**config.mk**
```make
export PLATFORM = sky130hd
export DESIGN_NAME = ex_mem
export DESIGN_NICKNAME = d
export VERILOG_FILES = /design/src/rtl/ex_mem.sv
export SDC_FILE = /design/constraint.sdc
export NUM_CORES = 1
export LEC_CHECK = 0
export ABC_CLOCK_PERIOD_IN_PS = 800
export BUFFER_PORTS_ARGS = -buffer_cell sky130_fd_sc_hd__buf_2
export CAP_MARGIN = 20
export CORE_UTILIZATION = 39
export CTS_CLUSTER_SIZE = 20
export DETAILED_ROUTE_END_ITERATION = 8
export GPL_TIMING_DRIVEN = 0
export HOLD_SLACK_MARGIN = 0.02
export PLACE_DENSITY = 0.74
export SETUP_SLACK_MARGIN = 0.02
export SYNTH_ARGS = -nofsm -noshare
export SYNTH_HDL_FRONTEND = slang
export SYNTH_SLANG_ARGS = --single-unit
export TNS_END_PERCENT = 5
```
**constraint.sdc**
```tcl
create_clock -name CLK -period 0.8 [get_ports CLK]
set_input_delay 0.04 -clock CLK [delete_from_list [all_inputs] [get_ports CLK]]
set_output_delay 0.04 -clock CLK [all_outputs]
set_load 0.02 [all_outputs]
```
**src/rtl/ex_mem.sv**
```systemverilog
// EX/MEM pipeline register: captures EX-stage control bits and data words for the MEM stage.
// Optional bubble insertion via the Flush input when EX_MEM_FLUSH_EN is defined.
module ex_mem (
  input  logic        CLK,
  input  logic        Reset,
  input  logic        RegWrite,
  input  logic        IRegWrite,
  input  logic        IMemWrite,
  input  logic        IMemRead,
  input  logic        IRegStore,
  input  logic [15:0] IPCP2,
  input  logic [15:0] IALUResult,
  input  logic [15:0] I3rdArg,
  input  logic [15:0] IRd,
`ifdef EX_MEM_FLUSH_EN
  input  logic        Flush,
`endif
  output logic        ORegWrite,
  output logic        OMemWrite,
  output logic        OMemRead,
  output logic        ORegStore,
  output logic [15:0] OPCP2,
  output logic [15:0] OALUResult,
  output logic [15:0] O3rdArg,
  output logic [15:0] ORd
);

  logic        reg_write_q, reg_write_d;
  logic        mem_write_q, mem_write_d;
  logic        mem_read_q, mem_read_d;
  logic        reg_store_q, reg_store_d;
  logic [15:0] pcp2_q, pcp2_d;
  logic [15:0] alu_result_q, alu_result_d;
  logic [15:0] arg3_q, arg3_d;
  logic [15:0] rd_q, rd_d;
  logic        flush;

`ifdef EX_MEM_FLUSH_EN
  assign flush = Flush;
`else
  assign flush = 1'b0;
`endif

  always_comb begin
    reg_write_d  = reg_write_q;
    mem_write_d  = mem_write_q;
    mem_read_d   = mem_read_q;
    reg_store_d  = reg_store_q;
    pcp2_d       = pcp2_q;
    alu_result_d = alu_result_q;
    arg3_d       = arg3_q;
    rd_d         = rd_q;
    if (flush) begin
      // Bubble: kill side effects but still carry the data words along.
      reg_write_d  = 1'b0;
      mem_write_d  = 1'b0;
      mem_read_d   = 1'b0;
      reg_store_d  = 1'b0;
      pcp2_d       = IPCP2;
      alu_result_d = IALUResult;
      arg3_d       = I3rdArg;
      rd_d         = IRd;
    end else if (RegWrite) begin
      reg_write_d  = IRegWrite;
      mem_write_d  = IMemWrite;
      mem_read_d   = IMemRead;
      reg_store_d  = IRegStore;
      pcp2_d       = IPCP2;
      alu_result_d = IALUResult;
      arg3_d       = I3rdArg;
      rd_d         = IRd;
    end
  end

  always_ff @(posedge CLK) begin
    if (Reset) begin
      reg_write_q  <= 1'b0;
      mem_write_q  <= 1'b0;
      mem_read_q   <= 1'b0;
      reg_store_q  <= 1'b0;
      pcp2_q       <= 16'h0000;
      alu_result_q <= 16'h0000;
      arg3_q       <= 16'h0000;
      rd_q         <= 16'h0000;
    end else begin
      reg_write_q  <= reg_write_d;
      mem_write_q  <= mem_write_d;
      mem_read_q   <= mem_read_d;
      reg_store_q  <= reg_store_d;
      pcp2_q       <= pcp2_d;
      alu_result_q <= alu_result_d;
      arg3_q       <= arg3_d;
      rd_q         <= rd_d;
    end
  end

  assign ORegWrite  = reg_write_q;
  assign OMemWrite  = mem_write_q;
  assign OMemRead   = mem_read_q;
  assign ORegStore  = reg_store_q;
  assign OPCP2      = pcp2_q;
  assign OALUResult = alu_result_q;
  assign O3rdArg    = arg3_q;
  assign ORd        = rd_q;

endmodule

```
==> flow_metrics.env <==
export IMPL_status="finished, violations left"
export IMPL_violations="setup timing"
export IMPL_fin_crit_sh_pct=106
export IMPL_cts_tree="yes"
export IMPL_nNetsFinal=507
export IMPL_syn2layout_area_growth_pct=89.7
export IMPL_power_density_mw_per_mm2=1810
export IMPL_start_kind="register"
export IMPL_synth_avg_cell_area_sq_um=11.0
export IMPL_die_area_sq_mm=0.00654
export IMPL_crit_family="flip-flops"
export IMPL_drv_slew=0
export IMPL_fin_cells=516
export IMPL_syn_num_nets=291
export IMPL_wl_per_cell_microns=15.2
export IMPL_rsz0062_at_grt="true"
export IMPL_avgViaCountPerCell=4.64
export IMPL_critPathMaxFanout=2
export IMPL_dp_hpwl_microns=3870
export IMPL_grt_usage_pct=24.2
export IMPL_rows=28
export IMPL_cpMaxStageDelayCell="dfxtp_2"
export IMPL_synthCells=220
export IMPL_insertedDiodeCount=0
export IMPL_ys_ff_latch=68
export IMPL_cp_num_buf_inv=1
export IMPL_syn_area_sq_mm=0.00242
export IMPL_insertion_delay_ps=320
export IMPL_leakage_nw=2.26
export IMPL_dr_first_iter_drc_count=43
export IMPL_drc=0
export IMPL_nFillCells=369
export IMPL_cap_violations=0
export IMPL_dr_pass1_iters=4
export IMPL_peakVddDrop_mv=1.70
export IMPL_numClockSinks=68
export IMPL_yosysSeqAreaShare_pct=56.1
export IMPL_die_y_microns=80.9
export IMPL_fmax_mhz=1180
export IMPL_gp_congestion=0.704
export IMPL_root_buffer="clkbuf_8"
export IMPL_grt_pass1_vias=2504
export IMPL_yosysUniqueCellTypes=8
export IMPL_slew_headroom_pct=69.9
export IMPL_dp_cells=431
export IMPL_grt_first_pass_wirelength_microns=11800
export IMPL_max_stage_delay_ps=360
export IMPL_clkTransAtPathRegs_ps=70
export IMPL_worst_hold_path_type="in -> reg"
export IMPL_fin_crit_ps=847
export IMPL_wirelength_microns=7840
export IMPL_clk_path_buf_depth=2
export IMPL_whs_ps=180
export IMPL_design_core_area_sq_mm=0.00596
export IMPL_cts_max_level=3
export IMPL_dieWidth_microns=80.9
export IMPL_fin_ws_ps=-46.9
export IMPL_setup_viol=69
export IMPL_final_layout_size_suffix_gt1_share_pct=52.6
export IMPL_initial_core_util_pct=40.7
export IMPL_skew_ps=0
export IMPL_path_class="reg -> out"
export IMPL_crit_arrival_ps=810
export IMPL_io_pins=139
export IMPL_worstPathCellList="buf_6"
export IMPL_critPathCaptureType="primary output"
export IMPL_worst_pin_slew_ps=451
export IMPL_gr_total_overflow=0
export IMPL_cts_made_buffers=9
export IMPL_hold_viol=0
export IMPL_finalSetupTns_ps=-1550
export IMPL_postRouteAntennaNets=0
export IMPL_antenna_found_initial=0
export IMPL_worst_ep_required_time_ps=760
export IMPL_io_buffers=136
export IMPL_grt_max_degree=12
export IMPL_vias=2396
export IMPL_ys_warnings_count=0
cells in the mapped netlist, drive strengths merged:
master / n / area (sq um)
dfxtp: 68 / 1360
nor2: 68 / 255
mux2i: 68 / 681
clkbuf: 4 / 15.0
buf: 12 / 113
final timing paths:
kind / depth (start not counted) / end / start / slack, ps
setup / recovery: 1 / OALUResult[12] / OALUResult[12] / -50
hold / removal: 3 / OALUResult[15] / Reset / 180
setup reg to reg: 3 / O3rdArg[8] / O3rdArg[8] / 20
hold reg to reg: 2 / OALUResult[2] / OALUResult[2] / 500
logic make-up (layout without fill, tap and decap cells):
family | Yosys count | count (layout) | synth area share (%)
muxes | 68 | 68 | 28.1
buffers and inverters | 16 | 237 | 5.26
and+or+nand+nor | 68 | 68 | 10.5
DFF | 68 | 68 | 56.1
worst reg2reg max path, stage by stage, from the launching register on:
cell and delay (ps):
dfxtp_2 340, buf_4 130, mux2i_1 130, nor2_1 60
power breakdown:
part           internal, mW  switching (mW)
Combinational         0.948           0.724
Clock                  1.60            1.26
Sequential             3.63           0.156
cell usage in the layout (no fill, tap or decap), drive strengths merged:
cell type,netlist,routed
clkbuf,4,16
clkinvlp,0,1
buf,12,149
clkinv,0,2
mux2i,68,68
dlygate4sd3,0,68
dfxtp,68,68
nor2,68,68
bufinv,0,1
layer usage:
layer	track usage [%]	routed length, microns	up-vias
met3	7.08	580	20
li1	-	-	1157
met4	11.3	181	0
met5	0	0	-
met2	45.3	4050	107
met1	24.4	3020	1112
flip-flops by register name, indices dropped and copies added, names as in the netlist:
| name | count |
|---|---|
| OMemRead | 1 |
| OALUResult | 16 |
| ORegStore | 1 |
| ORd | 16 |
| O3rdArg | 16 |
| OPCP2 | 16 |
| OMemWrite | 1 |
| ORegWrite | 1 |
through the flow:
step                      utilization [%]  instance area (sq um)  power, mW  setup slack, ps
after floorplan                         -                   2420       4.45             32.9
after global placement               53.7                   3200       4.86            -56.9
after detailed placement             53.7                   3200       4.89            -84.4
after CTS                            77.2                   4600       8.30            -46.7
after global routing                 77.2                   4600       8.66            -75.3
final                                77.2                   4600       8.32            -46.9
area by class of cell:
cell class / instances / area, sq um / area share (%)
timing repair buffer: 205 / 1790 / 39.0
tap: 75 / 93.8 / 2.04
multi-input combinational: 136 / 936 / 20.3
clock inverter: 4 / 47.5 / 1.03
clock buffer: 12 / 155 / 3.37
sequential: 68 / 1450 / 31.4
buffer: 16 / 128 / 2.77
repair_timing:
item                       CTS  global route
cloned                       0             0
setup endpoints to repair   68            71
pin swaps                    0             1
buffers inserted             1             0
hold endpoints to repair    68             0
hold buffers                68             0
resized for setup          204             0
Power figures use the tool's default switching activity.
